`src/rtl/uart_arb_pkg.sv`:
```
// uart_arb_pkg: shared types and constants for the UART transmit arbiter.
//   arb_state_e      - arbiter FSM states
//   DefaultGapCycles - default idle gap inserted after every frame
//   idx_width()      - width of a requester index (at least 1 bit)
package uart_arb_pkg;

   typedef enum logic [1:0] {
      StIdle,
      StLaunch,
      StBusy,
      StGap
   } arb_state_e;

   localparam int unsigned DefaultGapCycles = 16;

   function automatic int unsigned idx_width(input int unsigned n);
      return (n > 1) ? $clog2(n) : 1;
   endfunction

endpackage

```
`src/rtl/uart_rr_pick.sv`:
```
// uart_rr_pick: combinational round-robin picker.
//   req_valid  - per-requester request bits
//   last_grant - index of the most recent owner
//   winner     - one-hot first set bit searching upward from last_grant+1, with wrap
//   winner_idx - binary index of winner (0 when nothing is requested)
module uart_rr_pick
   import uart_arb_pkg::*;
#(
   parameter  int unsigned NUM_REQ = 4,
   localparam int unsigned IdxW    = idx_width(NUM_REQ)
) (
   input  logic [NUM_REQ-1:0] req_valid,
   input  logic [IdxW-1:0]    last_grant,
   output logic [NUM_REQ-1:0] winner,
   output logic [IdxW-1:0]    winner_idx
);

   always_comb begin
      logic [IdxW-1:0] cand;
      logic            found;
      cand       = '0;
      found      = 1'b0;
      winner     = '0;
      winner_idx = '0;
      for (int unsigned k = 1; k <= NUM_REQ; k++) begin
         cand = IdxW'((32'(last_grant) + k) % NUM_REQ);
         if (!found && req_valid[cand]) begin
            found        = 1'b1;
            winner[cand] = 1'b1;
            winner_idx   = cand;
         end
      end
   end

endmodule

```
`src/rtl/uart_tx_arbiter.sv`:
```
// uart_tx_arbiter: shares one UART transmitter between NUM_REQ byte sources with
// round-robin arbitration, one byte in flight, and an idle gap after each frame.
//   PCLK, PRESETn           - clock, asynchronous active-low reset
//   arb_enable              - permits new grants (an in-flight frame always completes)
//   req_valid/req_data      - per-requester byte offer, slice i at [i*DATA_BITS +: DATA_BITS]
//   req_ready               - one-hot accept (combinational, IDLE only)
//   req_done                - one-cycle completion pulse to the owner
//   uart_tx_en/uart_tx_data - launch request and byte to uart_tx
//   uart_tx_busy/done       - status from uart_tx
//   grant_id, active        - current/last owner, non-idle indicator
module uart_tx_arbiter
   import uart_arb_pkg::*;
#(
   parameter  int unsigned NUM_REQ    = 4,
   parameter  int unsigned DATA_BITS  = 8,
   parameter  int unsigned GAP_CYCLES = DefaultGapCycles,
   localparam int unsigned IdxW       = idx_width(NUM_REQ)
) (
   input  logic                         PCLK,
   input  logic                         PRESETn,
   input  logic                         arb_enable,
   input  logic [NUM_REQ-1:0]           req_valid,
   input  logic [NUM_REQ*DATA_BITS-1:0] req_data,
   output logic [NUM_REQ-1:0]           req_ready,
   output logic [NUM_REQ-1:0]           req_done,
   output logic                         uart_tx_en,
   output logic [DATA_BITS-1:0]         uart_tx_data,
   input  logic                         uart_tx_busy,
   input  logic                         uart_tx_done,
   output logic [IdxW-1:0]              grant_id,
   output logic                         active
);

   localparam int unsigned GapW       = (GAP_CYCLES > 0) ? $clog2(GAP_CYCLES + 1) : 1;
   localparam int unsigned GapLoadInt = (GAP_CYCLES > 0) ? GAP_CYCLES - 1 : 0;
   localparam logic [GapW-1:0] GapLoad = GapW'(GapLoadInt);

   arb_state_e           state_q, state_d;
   logic [DATA_BITS-1:0] data_q, data_d;
   logic [IdxW-1:0]      grant_q, grant_d;
   logic [IdxW-1:0]      last_q, last_d;
   logic [NUM_REQ-1:0]   done_q, done_d;
   logic                 en_q, en_d;
   logic                 active_q;
   logic [GapW-1:0]      gap_q, gap_d;
   logic                 finish;

   logic [NUM_REQ-1:0]   pick_onehot;
   logic [IdxW-1:0]      pick_idx;

   uart_rr_pick #(
      .NUM_REQ (NUM_REQ)
   ) u_pick (
      .req_valid  (req_valid),
      .last_grant (last_q),
      .winner     (pick_onehot),
      .winner_idx (pick_idx)
   );

   always_comb begin
      state_d   = state_q;
      data_d    = data_q;
      grant_d   = grant_q;
      last_d    = last_q;
      en_d      = en_q;
      done_d    = '0;
      gap_d     = gap_q;
      finish    = 1'b0;
      req_ready = '0;
      unique case (state_q)
         StIdle: begin
            // Held low while in reset so no requester sees a spurious accept.
            if (PRESETn && arb_enable) req_ready = pick_onehot;
            if (|req_ready) begin
               for (int unsigned i = 0; i < NUM_REQ; i++) begin
                  if (pick_onehot[i]) data_d = req_data[i*DATA_BITS +: DATA_BITS];
               end
               grant_d = pick_idx;
               last_d  = pick_idx;
               en_d    = 1'b1;
               state_d = StLaunch;
            end
         end
         StLaunch: begin
            // A done seen before busy still ends the frame.
            if (uart_tx_done) begin
               finish = 1'b1;
            end else if (uart_tx_busy) begin
               en_d    = 1'b0;
               state_d = StBusy;
            end
         end
         StBusy: begin
            if (uart_tx_done) finish = 1'b1;
         end
         StGap: begin
            if (gap_q == '0) state_d = StIdle;
            else             gap_d   = gap_q - 1'b1;
         end
         default: state_d = StIdle;
      endcase

      if (finish) begin
         en_d            = 1'b0;
         done_d[grant_q] = 1'b1;
         if (GAP_CYCLES == 0) begin
            state_d = StIdle;
         end else begin
            state_d = StGap;
            gap_d   = GapLoad;
         end
      end
   end

   always_ff @(posedge PCLK or negedge PRESETn) begin
      if (!PRESETn) begin
         state_q  <= StIdle;
         data_q   <= '0;
         grant_q  <= '0;
         last_q   <= IdxW'(NUM_REQ - 1);
         done_q   <= '0;
         en_q     <= 1'b0;
         active_q <= 1'b0;
         gap_q    <= '0;
      end else begin
         state_q  <= state_d;
         data_q   <= data_d;
         grant_q  <= grant_d;
         last_q   <= last_d;
         done_q   <= done_d;
         en_q     <= en_d;
         active_q <= (state_d != StIdle);
         gap_q    <= gap_d;
      end
   end

   assign req_done     = done_q;
   assign uart_tx_en   = en_q;
   assign uart_tx_data = data_q;
   assign grant_id     = grant_q;
   assign active       = active_q;

endmodule

```
`config.mk`:
```
export PLATFORM = sky130hd
export DESIGN_NAME = uart_tx_arbiter
export DESIGN_NICKNAME = d
export VERILOG_FILES = /design/src/rtl/uart_arb_pkg.sv /design/src/rtl/uart_rr_pick.sv /design/src/rtl/uart_tx_arbiter.sv
export SDC_FILE = /design/constraint.sdc
export NUM_CORES = 1
export LEC_CHECK = 0
export CORE_MARGIN = 2
export CORE_UTILIZATION = 40
export CTS_CLUSTER_DIAMETER = 50
export DETAILED_ROUTE_END_ITERATION = 12
export PLACE_DENSITY_LB_ADDON = 0.05
export SLEW_MARGIN = 5
export SYNTH_ARGS = -nofsm -noshare
export SYNTH_HDL_FRONTEND = slang
export SYNTH_HIERARCHICAL = 1
export SYNTH_SLANG_ARGS = --single-unit
```
`constraint.sdc`:
```
create_clock -name PCLK -period 7.5 [get_ports PCLK]
set_input_delay 1.5 -clock PCLK [delete_from_list [all_inputs] [get_ports PCLK]]
set_output_delay 1.5 -clock PCLK [all_outputs]
set_load 0.005 [all_outputs]
```
==> results_dict.tcl <==
set metrics [dict create \
    routed_wl_mm 4.49 \
    synth.distinct_cells 46 \
    die_area_mm2 0.00554 \
    grt_pass1_vias 1634 \
    status "complete, no violations" \
    insertion_delay_ps 260 \
    port_buffers 60 \
    ys_ff_latch 25 \
    syn_avg_cell_area_um2 9.45 \
    synth-edff-count 0 \
    cp-end-kind "output pin" \
    hold_buffers 0 \
    synth_common_cells "nand2_1 (38), dfrtp_1 (23), o21ai_0 (23)" \
    worstReg2RegEnd "grant_id[1]$_DFFE_PN0P_" \
    slew_viol_final 0 \
    root_buffer "clkbuf_8" \
    place_congestion 0.834 \
    path_max_fanout 12 \
    worst_slew_pin_slew_ps 682 \
    fp.dieW_um 74.4 \
    synthMostInstantiatedCell "nand2_1" \
    start_kind "input port" \
    track_usage 0.171 \
    grt_pass1_wl_mm 7.51 \
    syn_nets 265 \
    hold_class "reg -> reg" \
    seqCellArea_um2 628 \
    post-route-util 0.551 \
    numCtsBuffers 3 \
    fmax_mhz 178 \
    cap_viol_max_count 0 \
    dpl_cell_area_mm2 0.00258 \
    hold_viol_final 0 \
    slew_headroom 0.544 \
    nNetsFinal 319 \
    netlist_area_mm2 0.00198 \
    synth.top_cell.area_share 0.290 \
    drive_gt1_frac 0.0951 \
    cts_resized 0 \
    n_fill_cell 479 \
    synth.yosys.seq_area_share 0.317 \
    reg2regPathDepth 9 \
    tns_ps 0 \
    drc 0 \
    htree_levels 1 \
    first_pass_iters 4 \
    setup_viol 0 \
    worstPathArrival_ps 4120 \
    yosysTopAreaCell "dfrtp_1" \
    num_vias 1677 \
    syn_inst 210 \
    post-route-period-util 0.749 \
    whs_path_depth 2 \
    async_flop_share 1.00 \
    yosysWarnings 6 \
    grt_max_degree 28 \
    ys.flop_type "dfrtp_1" \
    dp_hpwl_mm 3.47 \
    pin_count 61 \
    rows 25 \
    drtAntennaViolNets 0 \
    cts_tree "built" \
    die_h_um 74.4 \
    path_clk_slew_ps 80 \
    drtIter0Drc 63 \
    r2r_start "last_q[0]$_DFFE_PN1P_" \
    hold_start "uart_tx_data[7]$_DFFE_PN0P_" \
    stdcell_area_mm2 0.00262 \
    grt-ovfl-total 0 \
    fin_crit_ps 5620 \
    critical_path_class "in -> out" \
    cts_max_path_buffers 2 \
    antenna_cells 0 \
    cts_setup_buffers 0 \
    synthTopCellsByArea "dfrtp_1 (29%), ha_1 (8.8%), mux2i_1 (8.6%)" \
    fp.coreArea_mm2 0.00475 \
    antenna_found_initial 0 \
    cts_sinks 25 \
    start_util 0.417 \
    crit_required_ps 6000 \
    power.density_mw_per_mm2 357 \
    fin_skew_ps 1.68 \
    wl_per_cell_um 13.6 \
    area_growth_pct 32.1 \
    rsz0062_at_grt "false" \
    ir_worst_vdd_mv 0.171 \
    vias_per_cell 5.08 \
    p_leak_nw 1.08 \
    multi_input_area_mm2 0.00123 \
    rrSetupSlack_ps 3340 \
    holdPathEnd "uart_tx_data[7]$_DFFE_PN0P_" \
]
==> report_power, final <==
group	switching [mW]	leakage (nW)	internal, mW	total [mW]
registers	0.0590	0.301	0.192	0.251
clock network	0.0390	0.0228	0.0379	0.0769
logic	0.302	0.754	0.305	0.607
total	0.400	1.08	0.536	0.936
==> logic make-up after synthesis <==
| kind of cell | synth area share |
|---|---|
| AO/OA/AOI/OAI | 0.172 |
| AND/OR/NAND/NOR | 0.206 |
| flip-flops | 0.317 |
| XOR/XNOR | 0.0177 |
| buffers and inverters | 0.0637 |
| multiplexers | 0.137 |
| adder cells (fa/ha/maj) | 0.0883 |
==> how the worst max path moves through the flow <==
stage	cells after the start	to	startpoint
floorplan	7	req_ready[2]	req_valid[3]
global placement	7	req_ready[1]	req_valid[2]
detailed placement	6	req_ready[1]	req_valid[0]
CTS	7	req_ready[1]	req_valid[2]
global route	6	req_ready[2]	req_valid[0]
finish	6	req_ready[1]	req_valid[0]
==> per-layer routing <==
metal	global-route usage	up-vias	wire length, µm	share of wire
met3	0.0122	2	111	0.025
met1	0.250	785	2150	0.48
met2	0.273	34	2210	0.49
met5	0	-	0	0
li1	-	856	-	-
met4	0.0476	0	27	0.0060
==> final cells by class <==
class                           count  share of cell area
Timing Repair Buffer               61               0.232
Tap cell                           67              0.0320
Multi-Input combinational cell    166               0.469
Inverter                            7              0.0100
Sequential cell                    25               0.240
Clock buffer                        4              0.0172
==> critical path, cell delays in order <==
cell	delay (ps)
clkdlybuf4s50_1	600
mux4_2	600
a211oi_2	330
a221o_2	400
and2_2	200
clkdlybuf4s50_1	490
==> metrics by stage <==
stage / worst slack (ps) / hold WS [ps] / power, mW / cells
detailed placement: 1890 / 479 / 0.865 / 326
floorplan: 2900 / 473 / 0.707 / 210
global placement: 1940 / 469 / 0.865 / 326
global route: 1710 / 525 / 1.03 / 330
finish: 1880 / 488 / 0.936 / 330
CTS: 1880 / 498 / 0.948 / 330
==> sequential cells by signal (all words and copies together) (netlist names) <==
register,flops
uart_tx_data,8
gap_q,5
req_done,4
grant_id,2
last_q,2
state_q,2
active,1
uart_tx_en,1
==> cells in the final DEF (no fill, tap or decap), drive strengths merged, types with 2 or more instances in the layout <==
cell           instances
a21oi                  2
a221o                  4
a221oi                 3
a22oi                  3
and2                   8
and3                   3
clkbuf                 4
clkdlybuf4s50         60
dfrtp                 23
dfstp                  2
ha                    14
inv                    7
mux2                   5
mux2i                 17
mux4                   2
nand2                 38
nand3                  3
nand4b                 2
nor2                   5
nor2b                  5
nor3                   3
nor3b                  3
o211ai                 3
o21ai                 23
xor2                   3
Power figures use the tool's default switching activity.
